===== src/rtl/serial_adder_pkg.sv =====
// Shared definitions for the serial add/subtract sequencer: state encoding,
// slice-count derivation and the operand-width legality check.
package serial_adder_pkg;

    localparam logic [1:0] IDLE_ENC = 2'd0;
    localparam logic [1:0] RUN_ENC  = 2'd1;
    localparam logic [1:0] DONE_ENC = 2'd2;

    typedef enum logic [1:0] {
        IDLE = IDLE_ENC,
        RUN  = RUN_ENC,
        DONE = DONE_ENC
    } state_t;

    function automatic int slices_of(input int width);
        return width / 2;
    endfunction

    // The slice counter is never narrower than one bit, even for a single slice.
    function automatic int count_width(input int slices);
        return (slices > 1) ? $clog2(slices) : 1;
    endfunction

    function automatic bit width_ok(input int width);
        return (width >= 2) && ((width % 2) == 0);
    endfunction

endpackage


===== src/rtl/adder_2bit_cin.sv =====
// Two-bit ripple slice; carry_mid is the carry into the upper bit, which the
// controller needs to detect signed overflow on the most significant slice.
module adder_2bit_cin (
    input  logic [1:0] a,
    input  logic [1:0] b,
    input  logic       carry_in,
    output logic [1:0] sum,
    output logic       carry_out,
    output logic       carry_mid
);

    full_adder u_fa_lo (
        .a    (a[0]),
        .b    (b[0]),
        .cin  (carry_in),
        .sum  (sum[0]),
        .cout (carry_mid)
    );

    full_adder u_fa_hi (
        .a    (a[1]),
        .b    (b[1]),
        .cin  (carry_mid),
        .sum  (sum[1]),
        .cout (carry_out)
    );

endmodule


===== src/rtl/full_adder.sv =====
// One-bit full adder cell used as the building block of the 2-bit slice.
module full_adder (
    input  logic a,
    input  logic b,
    input  logic cin,
    output logic sum,
    output logic cout
);

    assign sum  = a ^ b ^ cin;
    assign cout = (a & b) | (a & cin) | (b & cin);

endmodule


===== src/rtl/serial_adder_ctrl.sv =====
// Serial WIDTH-bit add/subtract: one 2-bit slice per cycle, LSB pair first,
// with valid/ready handshakes on both the request and the result side.
module serial_adder_ctrl
    import serial_adder_pkg::*;
#(
    parameter int WIDTH = 8
) (
    input  logic             clk,
    input  logic             rst_n,
    input  logic             in_valid,
    output logic             in_ready,
    input  logic [WIDTH-1:0] a,
    input  logic [WIDTH-1:0] b,
    input  logic             sub,
    output logic             out_valid,
    input  logic             out_ready,
    output logic [WIDTH-1:0] result,
    output logic             carry_out,
    output logic             overflow
);

    localparam int SLICES = slices_of(WIDTH);
    localparam int KW     = count_width(SLICES);

    if (!width_ok(WIDTH)) begin : g_width_check
        $error("serial_adder_ctrl: WIDTH must be even and >= 2");
    end

    // Handshakes: a transfer happens on a rising edge where valid && ready.
    // in_valid is only looked at in IDLE; out_valid stays high until out_ready.
    state_t           state, state_next;
    logic [WIDTH-1:0] op_a, op_b;
    logic             carry_reg;
    logic [KW-1:0]    k;
    logic [KW:0]      bit_idx;
    logic [1:0]       slice_sum;
    logic             slice_cout, slice_cmid;
    logic             last_slice, accept;

    assign in_ready   = (state == IDLE) && rst_n;
    assign accept     = in_valid && in_ready;
    assign bit_idx    = {k, 1'b0};
    assign last_slice = (k == KW'(SLICES - 1));

    adder_2bit_cin u_slice (
        .a         (op_a[bit_idx +: 2]),
        .b         (op_b[bit_idx +: 2]),
        .carry_in  (carry_reg),
        .sum       (slice_sum),
        .carry_out (slice_cout),
        .carry_mid (slice_cmid)
    );

    always_comb begin
        state_next = state;
        case (state)
            IDLE:    if (accept)     state_next = RUN;
            RUN:     if (last_slice) state_next = DONE;
            DONE:    if (out_ready)  state_next = IDLE;
            default:                 state_next = IDLE;
        endcase
    end

    always_ff @(posedge clk) begin
        if (!rst_n) begin
            state     <= IDLE;
            op_a      <= '0;
            op_b      <= '0;
            carry_reg <= 1'b0;
            k         <= '0;
            result    <= '0;
            carry_out <= 1'b0;
            overflow  <= 1'b0;
            out_valid <= 1'b0;
        end else begin
            state <= state_next;
            case (state)
                IDLE: begin
                    // Subtract is A + ~B + 1: invert B here and seed the carry.
                    if (accept) begin
                        op_a      <= a;
                        op_b      <= b ^ {WIDTH{sub}};
                        carry_reg <= sub;
                        k         <= '0;
                    end
                end
                RUN: begin
                    result[bit_idx +: 2] <= slice_sum;
                    carry_reg            <= slice_cout;
                    k                    <= k + KW'(1);
                    if (last_slice) begin
                        carry_out <= slice_cout;
                        overflow  <= slice_cmid ^ slice_cout;
                        out_valid <= 1'b1;
                        k         <= '0;
                    end
                end
                DONE: begin
                    if (out_ready) out_valid <= 1'b0;
                end
                default: ;
            endcase
        end
    end

`ifdef FORMAL
    logic sub_q;

    always_ff @(posedge clk) begin
        if (!rst_n)      sub_q <= 1'b0;
        else if (accept) sub_q <= sub;
    end

    always @(posedge clk) begin
        if (rst_n && out_valid)
            assert ({carry_out, result} == ({1'b0, op_a} + {1'b0, op_b} + {{WIDTH{1'b0}}, sub_q}));
        if (rst_n && $past(rst_n) && out_valid && !$past(out_valid))
            assert ($past(state) == RUN);
        assert (!(in_ready && out_valid));
    end
`endif

endmodule


===== config.mk =====
export PLATFORM = sky130hd
export DESIGN_NAME = serial_adder_ctrl
export DESIGN_NICKNAME = d
export VERILOG_FILES = /design/src/rtl/serial_adder_pkg.sv /design/src/rtl/adder_2bit_cin.sv /design/src/rtl/full_adder.sv /design/src/rtl/serial_adder_ctrl.sv
export SDC_FILE = /design/constraint.sdc
export NUM_CORES = 1
export LEC_CHECK = 0
export ABC_AREA = 1
export CORE_MARGIN = 2
export CORE_UTILIZATION = 50
export DETAILED_ROUTE_END_ITERATION = 7
export PLACE_DENSITY = 0.86
export SKIP_CTS_REPAIR_TIMING = 1
export SYNTH_ARGS = -nofsm -noshare
export SYNTH_HDL_FRONTEND = slang
export SYNTH_SLANG_ARGS = --single-unit

===== constraint.sdc =====
create_clock -name clk -period 3.3 [get_ports clk]
set_clock_uncertainty 0.1 [all_clocks]
set_input_delay 0.33 -clock clk [delete_from_list [all_inputs] [get_ports clk]]
set_output_delay 0.33 -clock clk [all_outputs]
set_load 0.03 [all_outputs]

==> summary.txt, run 1 <==
Critical path
  – Critical Path RT: approximately 3.5 ns
  – Crit end category: flip-flop
  – Startpoint types: flip-flop
  – Arr. time, crit path: approximately 2.7 ns
  – Crit Path Category: flip-flop to flip-flop
  – Worst-path fanout max: 16
  – Reg2Reg Depth: 11

Detailed routing
  – Post-route DRC: 0
  – Average wire per standard cell: between 10 and 15 um
  – Vias per inst: around 5.1
  – Detailed Route Iter0 Violations: 77
  – Vias: 1454
  – Aggregate routed wire length: ~3200 um
  – Routed Antenna Nets: 0
  – Initial DRT Pass Iterations: 4

Outcome
  – Run status: finished clean

Floorplanning
  – Die Width: 60.51 um
  – Die Height: slightly above 60 um
  – DIE AREA: ~0.0037 mm^2
  – Core Box Area: approximately 0.003 mm^2
  – Rows: 20
  – Starting Density: 0.5230
  – Ports: 33

Clock tree
  – Reg clk slew, reported paths: around 0.090 ns
  – Clk Latency, worst-skew pair: approximately 0.34 ns
  – Clock Path Buffers: 2
  – H-Tree Depth: 2
  – CTS buffer count: 5
  – Clk sink count: 32
  – CTS tree: built
  – Clk root buf: clkbuf_4

GRT
  – Initial antenna violation count: 0
  – Largest net degree at the start of global routing: 31
  – First-pass GRT wire length: 5644 um
  – Total congestion overflow: 0
  – Via count of the first global-routing pass: roughly 1300
  – Total GRT Usage: 0.2091

Power and ir drop
  – VDD IR max: approximately 0.25 mV
  – Pwr dens: ~400 mW/mm^2
  – Leak: between 0.0007 and 0.0008 uW

Synthesis
  – Syn Nets: about 240
  – Post-Syn Instances: between 200 and 250
  – Number of flops mapped to enable cells by yosys: 0
  – Synth Register Bits: 32
  – YS warnings: 0
  – Ys async rst share: 0
  – Cell Area, Synth: about 0.0016 mm^2
  – Synth Flop Type: dfxtp_1
  – Seq/Total Area, Yosys: 0.4013
  – Avg Inst Size Synth: ~7.6 um^2
  – Synth cell types: 25

Timing
  – Total Neg Setup Slack: 0 ns
  – Highest Clock Rate: ~0.40 GHz
  – Hold Slack: about 0.37 ns
  – Worst slew pin tran: about 0.70 ns
  – Normalized max-slew margin: 0.5338
  – Final hold vios: 0
  – Final Cycle Share: 0.7581
  – Min Clock Period, post-route: 2.502 ns
  – RSZ-0062 raised after global routing: false
  – Slew Viols, Final: 0
  – Final setup violation count: 0

Cells and area
  – Post-layout util: 0.6488
  – Sequential cell area: 640.6 um^2
  – Area of the multi-input gates: 838.3 um^2
  – Largest regs: op_a (8), op_b (8), result (8)
  – Layout cell share with drive strength beyond 1: 0.05809
  – # fillers: 274
  – NumNets Final: roughly 270
  – Ant diodes: 0
  – Commonest non-fill, non-tap cell in the layout: nand2_1
  – Area Growth Syn to Fin: 24.06%
  – Most frequent cells in the layout: nand2_1 (36), dfxtp_1 (32), clkdlybuf4s50_1 (32)

Hold path
  – Hold WC Path Type: flip-flop to flip-flop
  – Hold Path Depth: 2

Placement
  – Number of port buffers: 32
  – Post-DP HPWL: 2326 um
  – Gpl congestion: 0.8763

Job
  – Max cap viols: 0
[critical path, cell delays in order (launching register included)]
cell and delay (ns):
dfxtp_1 0.34, inv_1 0.20, o21ai_0 0.22, o22ai_1 0.12
fa_1 0.47, fa_1 0.53, nand2_1 0.07, nor2_1 0.14
inv_1 0.06, nor2_1 0.10, nor2_1 0.04, nor2_1 0.07
[power breakdown]
part | switching, uW | internal (uW) | leakage [uW] | total (uW)
Sequential | 10.5 | 401 | 0.000260 | 412
Clock | 128 | 105 | 0.0000326 | 233
Combinational | 83.9 | 65.5 | 0.000465 | 149
[cell usage after synthesis (all sizes together), types with 2 or more instances]
cell type | number | area share
nand2 | 37 | 0.089
dfxtp | 32 | 0.40
a21oi | 28 | 0.090
nand3 | 24 | 0.078
nor2 | 24 | 0.061
o21ai | 15 | 0.047
inv | 14 | 0.033
xor2 | 9 | 0.049
buf | 6 | 0.026
ha | 6 | 0.047
clkbuf | 5 | 0.015
o22ai | 4 | 0.016
fa | 2 | 0.025
nand4 | 2 | 0.0078
[cell type report]
| type | count | share of cell area |
|---|---|---|
| multi-input combinational | 153 | 0.4232 |
| tap | 44 | 0.02780 |
| sequential | 32 | 0.3234 |
| clock buffer | 8 | 0.02969 |
| timing repair buffer | 34 | 0.1693 |
| inverter | 14 | 0.02653 |
[cell families (layout without fill, tap and decap cells)]
group | after synthesis | after routing | share of synthesized area
AO/OA/AOI/OAI | 47 | 47 | 0.1528
XOR/XNOR | 9 | 9 | 0.04938
adder cells (fa/ha/maj) | 8 | 8 | 0.07210
buffers and inverters | 25 | 56 | 0.07366
flip-flops | 32 | 32 | 0.4013
AND/OR/NAND/NOR | 89 | 89 | 0.2508
[worst paths after layout]
check | startpoint | end | slack [ns]
setup / recovery | k[0] | result[3] | 0.80
hold / removal | op_a[5] | op_a[5] | 0.37
setup reg to reg | k[0] | result[3] | 0.80
hold reg to reg | op_a[5] | op_a[5] | 0.37
[metal layers]
metal  up-vias  GRT usage  routed length [um]
met4         0    0.08385                  60
li1        749          -                   -
met2        42     0.3230                1478
met5         -          0                   0
met3         5    0.07249                 174
met1       658     0.2695                1503
[metrics by stage]
step / cells / total power, uW / worst slack, ns / instance area (um^2)
global route: 285 / 832.9 / 0.5538 / 1981
floorplan: 210 / 519.4 / 0.8548 / 1597
global placement: 277 / 565.4 / 0.8511 / 1922
finish: 285 / 794.5 / 0.7982 / 1981
detailed placement: 277 / 569.1 / 0.8103 / 1922
CTS: 285 / 799.3 / 0.8187 / 1981
Power figures use the tool's default switching activity.
==> run 2, diff against run 1 <==
--- a/config.mk
+++ b/config.mk
@@ -7,9 +7,9 @@
 export LEC_CHECK = 0
 export ABC_AREA = 1
 export CORE_MARGIN = 2
-export CORE_UTILIZATION = 50
+export CORE_UTILIZATION = 45
 export DETAILED_ROUTE_END_ITERATION = 7
-export PLACE_DENSITY = 0.86
+export PLACE_DENSITY = 0.82
 export SKIP_CTS_REPAIR_TIMING = 1
 export SYNTH_ARGS = -nofsm -noshare
 export SYNTH_HDL_FRONTEND = slang
==> constraint.sdc (replaced) <==
create_clock -name clk -period 2.29 [get_ports clk]
set_clock_uncertainty 0.1 [all_clocks]
set_input_delay 0.229 -clock clk [delete_from_list [all_inputs] [get_ports clk]]
set_output_delay 0.229 -clock clk [all_outputs]
set_load 0.03 [all_outputs]
==> summary.txt, run 2 (same netlist as run 1, synthesis figures left out) <==
Critical path
  – Startpoint types: flip-flop
  – Crit end category: flip-flop
  – Crit Path Category: flip-flop to flip-flop
  – Worst-path fanout max: 7 (-9)
  – Arr. time, crit path: 2.51 ns (-0.18 ns)
  – Critical Path RT: 2.46 ns (-1.02 ns)

Clock tree
  – CTS tree: built
  – Clk root buf: clkbuf_4
  – H-Tree Depth: 2 (unchanged)
  – Clock Path Buffers: 2 (unchanged)
  – Clk sink count: 32 (unchanged)
  – Clk Latency, worst-skew pair: 0.33 ns (about the same)
  – CTS buffer count: 5 (unchanged)
  – Reg clk slew, reported paths: 0.10 ns (about the same)

Timing
  – Min Clock Period, post-route: 2.341 ns (-0.1613 ns)
  – Hold Slack: 0.3593 ns (-0.006102 ns)
  – Normalized max-slew margin: 0.6793 (+0.1455)
  – RSZ-0062 raised after global routing: true
  – Final setup violation count: 2 (+2)
  – Slew Viols, Final: 0 (unchanged)
  – Highest Clock Rate: 0.4273 GHz (+6.9%)
  – Final Cycle Share: 1.022 (+0.2639)
  – Worst slew pin tran: 0.4795 ns (-0.2178 ns)
  – Final worst setup slack: -0.05054 ns (-0.8487 ns)
  – Final hold vios: 0 (unchanged)

GRT
  – Via count of the first global-routing pass: 1435 (+13%)
  – Initial antenna violation count: 0 (unchanged)
  – Total congestion overflow: 0 (unchanged)
  – Total GRT Usage: 0.1890 (-0.02015)
  – First-pass GRT wire length: 6127 um (+8.6%)
  – Largest net degree at the start of global routing: 30 (-3.2%)

Detailed routing
  – Initial DRT Pass Iterations: 4 (unchanged)
  – Routed Antenna Nets: 0 (unchanged)
  – Aggregate routed wire length: 3515 um (+9.3%)
  – Average wire per standard cell: 11.76 um (+4.1%)
  – Post-route DRC: 0 (unchanged)
  – Vias: 1528 (+5.1%)
  – Vias per inst: 5.110 (+0.17%)
  – Detailed Route Iter0 Violations: 70 (-9.1%)

Cells and area
  – NumNets Final: 281 (+4.5%)
  – Area Growth Syn to Fin: 31.82%
  – Final Non-Filler Cells: 299 (+4.9%)
  – Most frequent cells in the layout: nand2_1 (35), dfxtp_1 (31), clkdlybuf4s50_1 (31)
  – Commonest non-fill, non-tap cell in the layout: nand2_1
  – Layout cell share with drive strength beyond 1: 0.1502 (+0.09211)
  – Ant diodes: 0 (unchanged)
  – Largest regs: op_a (8), op_b (8), result (8)
  – Post-layout util: 0.6257 (-0.02303)

Job
  – Max cap viols: 0 (unchanged)

Placement
  – Number of port buffers: 32 (unchanged)
  – Gpl congestion: 0.9133 (+4.2%)
  – Placed Cells: 286 (+3.2%)
  – Post-DP HPWL: 2547 um (+9.5%)

Floorplanning
  – Rows: 21 (+5.0%)
  – Starting Density: 0.4747 (-0.04825)
  – DIE AREA: 0.004041 mm^2 (+10%)
  – Die Width: 63.57 um (+5.1%)
  – Die Height: 63.57 um (+5.1%)
  – Core Box Area: 0.003363 mm^2 (+10%)
  – Ports: 33 (unchanged)

Outcome
  – Failing checks: negative setup slack
  – Run status: finished with violations

Hold path
  – Hold WC Path Type: input port to flip-flop

Power and ir drop
  – VDD IR max: 0.3915 mV (+55%)
  – Pwr dens: 558.6 mW/mm^2 (+39%)
  – Leak: 0.0008264 uW (+9.1%)
  – Overall Power: 1176 uW (+48%)
run 2: cell count changes in the layout (fill, tap and decap cells not counted), sizes merged:
cell | previous run | this run
buf | 2 | 15
clkbuf | 8 | 6
clkinv | 0 | 2
clkdlybuf4s50 | 32 | 31
clkinvlp | 0 | 1
inv | 14 | 13
run 2: per-layer routing:
metal,up-vias,GRT usage,wire [um]
met3,0,0.06250,228
met4,0,0.04348,0
met1,699,0.2361,1550
met2,53,0.3145,1737
li1,776,-,-
met5,-,0,0
run 2: layout make-up:
| cell class | count | area [um^2] |
|---|---|---|
| Timing Repair Buffer | 46 | 422.9 |
| Multi-Input combinational cell | 153 | 862.1 |
| Tap cell | 46 | 57.56 |
| Sequential cell | 32 | 644.4 |
| Clock inverter | 2 | 10.01 |
| Clock buffer | 6 | 51.30 |
| Inverter | 14 | 56.30 |
| Fill cell | 317 | 1259 |
run 2: power by group:
| part | switching (uW) | internal (uW) | total [uW] |
|---|---|---|---|
| logic | 131 | 119 | 251 |
| registers | 18.5 | 578 | 597 |
| clock network | 182 | 146 | 328 |
| total | 332 | 844 | 1180 |
run 2: final timing paths:
check,start,slack [ns],depth (start not counted),end
setup reg to reg,k[0],-0.05,11,result[3]
hold / removal,a[1],0.36,3,op_a[1]
hold reg to reg,out_valid,0.36,2,out_valid
setup / recovery,k[0],-0.05,11,result[3]
run 2: stage by stage:
| stage | TNS [ns] | cell area [um^2] | setup slack [ns] |
|---|---|---|---|
| 6_report | -0.05109 | 2105 | -0.05054 |
| 4_1_cts | -0.07434 | 2039 | -0.06926 |
| 5_1_grt | -0.4155 | 2105 | -0.1569 |
| 3_3_place_gp | 0 | 1978 | 0.03690 |
| 3_5_place_dp | -0.04290 | 1978 | -0.04290 |
| 2_1_floorplan | 0 | 1604 | 0.01367 |
run 2: critical path, cell delays in order (launching register included):
cell	delay [ns]
dfxtp_4	0.41
clkinvlp_4	0.17
o21ai_2	0.18
o22ai_2	0.09
fa_2	0.38
fa_1	0.53
nand2_2	0.07
nor2_2	0.09
inv_1	0.05
nor2_1	0.10
nor2_1	0.04
nor2_1	0.07
==> run 3, diff against run 2 <==
--- a/config.mk
+++ b/config.mk
@@ -6,10 +6,12 @@
 export NUM_CORES = 1
 export LEC_CHECK = 0
 export ABC_AREA = 1
+export CAP_MARGIN = 10
 export CORE_MARGIN = 2
 export CORE_UTILIZATION = 45
 export DETAILED_ROUTE_END_ITERATION = 7
 export PLACE_DENSITY = 0.82
+export RECOVER_POWER = 50
 export SKIP_CTS_REPAIR_TIMING = 1
 export SYNTH_ARGS = -nofsm -noshare
 export SYNTH_HDL_FRONTEND = slang
==> summary.txt, run 3 (same netlist as run 1, synthesis figures left out) <==
Critical path
  – CP delay by family, top: adder cells
  – Crit path cell chain: clkinvlp_4, o21ai_2, o22ai_2, fa_2, fa_1, nand2_2, nor2_2, inv_1, nor2_1, nor2_1, nor2_1
  – Arr. time, crit path: 2.52 ns (about the same)
  – Worst-path fanout max: 7 (unchanged)
  – Worst stage delay on the critical path: 0.53 ns (about the same)
  – Crit Path Category: flip-flop to flip-flop
  – Critical Path RT: 2.46 ns (about the same)
  – WP buf/inv: 2 (unchanged)
  – Setup slack, reg-to-reg: -0.06 ns (about the same)
  – Top cell by count, worst path: nor2_1
  – Worst path slowest cell: fa_1
  – Startpoint types: flip-flop
  – Crit end category: flip-flop

Timing
  – Final hold vios: 0 (unchanged)
  – Final setup violation count: 2 (unchanged)
  – Min Clock Period, post-route: 2.347 ns (+0.006831 ns)
  – Final Cycle Share: 1.025 (+0.002983)
  – RSZ-0062 raised after global routing: true
  – Highest Clock Rate: 0.4260 GHz (-0.29%)
  – Normalized max-slew margin: 0.5448 (-0.1346)
  – Hold Slack: 0.3619 ns (+0.002627 ns)
  – Worst slew pin tran: 0.6829 ns (+0.2034 ns)
  – Final worst setup slack: -0.05737 ns (-0.006831 ns)
  – Slew Viols, Final: 0 (unchanged)

Cells and area
  – Largest regs: op_a (8), op_b (8), result (8)
  – Layout cell share with drive strength beyond 1: 0.1423 (-0.007905)
  – NumNets Final: 281 (unchanged)
  – Area Growth Syn to Fin: 31.35%
  – Commonest non-fill, non-tap cell in the layout: nand2_1
  – Ant diodes: 0 (unchanged)
  – Most frequent cells in the layout: nand2_1 (35), dfxtp_1 (31), clkdlybuf4s50_1 (30)

Clock tree
  – CTS tree: built
  – CTS buffer count: 5 (unchanged)
  – H-Tree Depth: 2 (unchanged)
  – Clk sink count: 32 (unchanged)
  – Clk Latency, worst-skew pair: 0.33 ns (about the same)
  – Reg clk slew, reported paths: 0.10 ns (about the same)
  – Clk root buf: clkbuf_4
  – Clock Path Buffers: 2 (unchanged)

Floorplanning
  – Ports: 33 (unchanged)
  – Starting Density: 0.4747 (unchanged)
  – DIE AREA: 0.004041 mm^2 (unchanged)
  – Die Width: 63.57 um (unchanged)
  – Core Box Area: 0.003363 mm^2 (unchanged)
  – Die Height: 63.57 um (unchanged)
  – Rows: 21 (unchanged)

Detailed routing
  – Routed Antenna Nets: 0 (unchanged)
  – Vias: 1543 (+0.98%)
  – Aggregate routed wire length: 3495 um (-0.57%)
  – Post-route DRC: 0 (unchanged)
  – Vias per inst: 5.161 (+0.98%)
  – Initial DRT Pass Iterations: 4 (unchanged)
  – Average wire per standard cell: 11.69 um (-0.57%)
  – Detailed Route Iter0 Violations: 79 (+13%)

GRT
  – Initial antenna violation count: 0 (unchanged)
  – Total congestion overflow: 0 (unchanged)
  – Total GRT Usage: 0.1890 (unchanged)
  – First-pass GRT wire length: 6127 um (unchanged)
  – Via count of the first global-routing pass: 1435 (unchanged)
  – Largest net degree at the start of global routing: 30 (unchanged)

Outcome
  – Run status: finished with violations
  – Failing checks: negative setup slack

Placement
  – Number of port buffers: 32 (unchanged)
  – Setup WS pre-CTS: -0.04290 ns (unchanged)
  – Gpl congestion: 0.9133 (unchanged)
  – Post-DP HPWL: 2547 um (unchanged)

Power and ir drop
  – VDD IR max: 0.3900 mV (-0.40%)
  – Leak: 0.0008197 uW (-0.81%)
  – Reg power frac: 0.509 (about the same)
  – Clock power frac: 0.279 (about the same)
  – Logic pwr share: 0.212 (about the same)
  – Total internal power: 841.3 uW (-0.29%)
  – Psw: 331.2 uW (-0.19%)
  – Switch share: 0.2825 (about the same)
  – Pwr dens: 559.1 mW/mm^2 (about the same)

Hold path
  – Hold WC Path Type: flip-flop to flip-flop

Job
  – Max cap viols: 0 (unchanged)
[run 3: changes by cell type in the layout (fill, tap and decap cells not counted)]
cell	change
clkbuf_1	+2
buf_4	-2
dlygate4sd3_1	+1
clkdlybuf4s50_1	-1
[run 3: per-stage QoR]
stage | utilization | instances | TNS, ns | cell area (um^2) | power (uW)
after floorplan | - | 210 | 0 | 1604 | 751.0
after global placement | 0.5882 | 286 | 0 | 1978 | 825.8
after detailed placement | 0.5882 | 286 | -0.04290 | 1978 | 831.7
after CTS | 0.6064 | 294 | -0.07434 | 2039 | 1164
after global routing | 0.6235 | 299 | -0.4155 | 2097 | 1245
final | 0.6235 | 299 | -0.06652 | 2097 | 1173
[run 3: power by group through the flow]
stage / combinational (uW) / sequential (uW) / clock (uW)
after floorplan: 141 / 610 / 0
after global placement: 217 / 609 / 0
after detailed placement: 223 / 609 / 0
after CTS: 223 / 596 / 344
after global routing: 274 / 600 / 371
final: 248 / 597 / 327
[run 3: metal layers]
| metal | part of all wire | vias up | track usage | routed length, um |
|---|---|---|---|---|
| li1 | - | 779 | - | - |
| met1 | 0.45 | 705 | 0.2361 | 1557 |
| met2 | 0.49 | 59 | 0.3145 | 1718 |
| met3 | 0.063 | 0 | 0.06250 | 220 |
| met4 | 0 | 0 | 0.04348 | 0 |
| met5 | 0 | - | 0 | 0 |
[run 3: area by class of cell]
cell class,instances,area (um^2)
fill,319,1266
multi-input combinational,153,862.1
sequential,32,644.4
timing repair buffer,46,415.4
tap,46,57.56
inverter,14,56.30
clock buffer,6,51.30
clock inverter,2,10.01
[run 3: final timing paths]
kind             start         to  cells after the start
max reg2reg       k[0]  result[3]                     11
max               k[0]  result[3]                     11
min          out_valid  out_valid                      2
min reg2reg  out_valid  out_valid                      2
[run 3: worst register-to-register path: stages, from the launching register on]
cell and delay (ns):
dfxtp_4 0.41, clkinvlp_4 0.18, o21ai_2 0.18, o22ai_2 0.09
fa_2 0.38, fa_1 0.53, nand2_2 0.07, nor2_2 0.09
inv_1 0.05, nor2_1 0.10, nor2_1 0.04, nor2_1 0.06
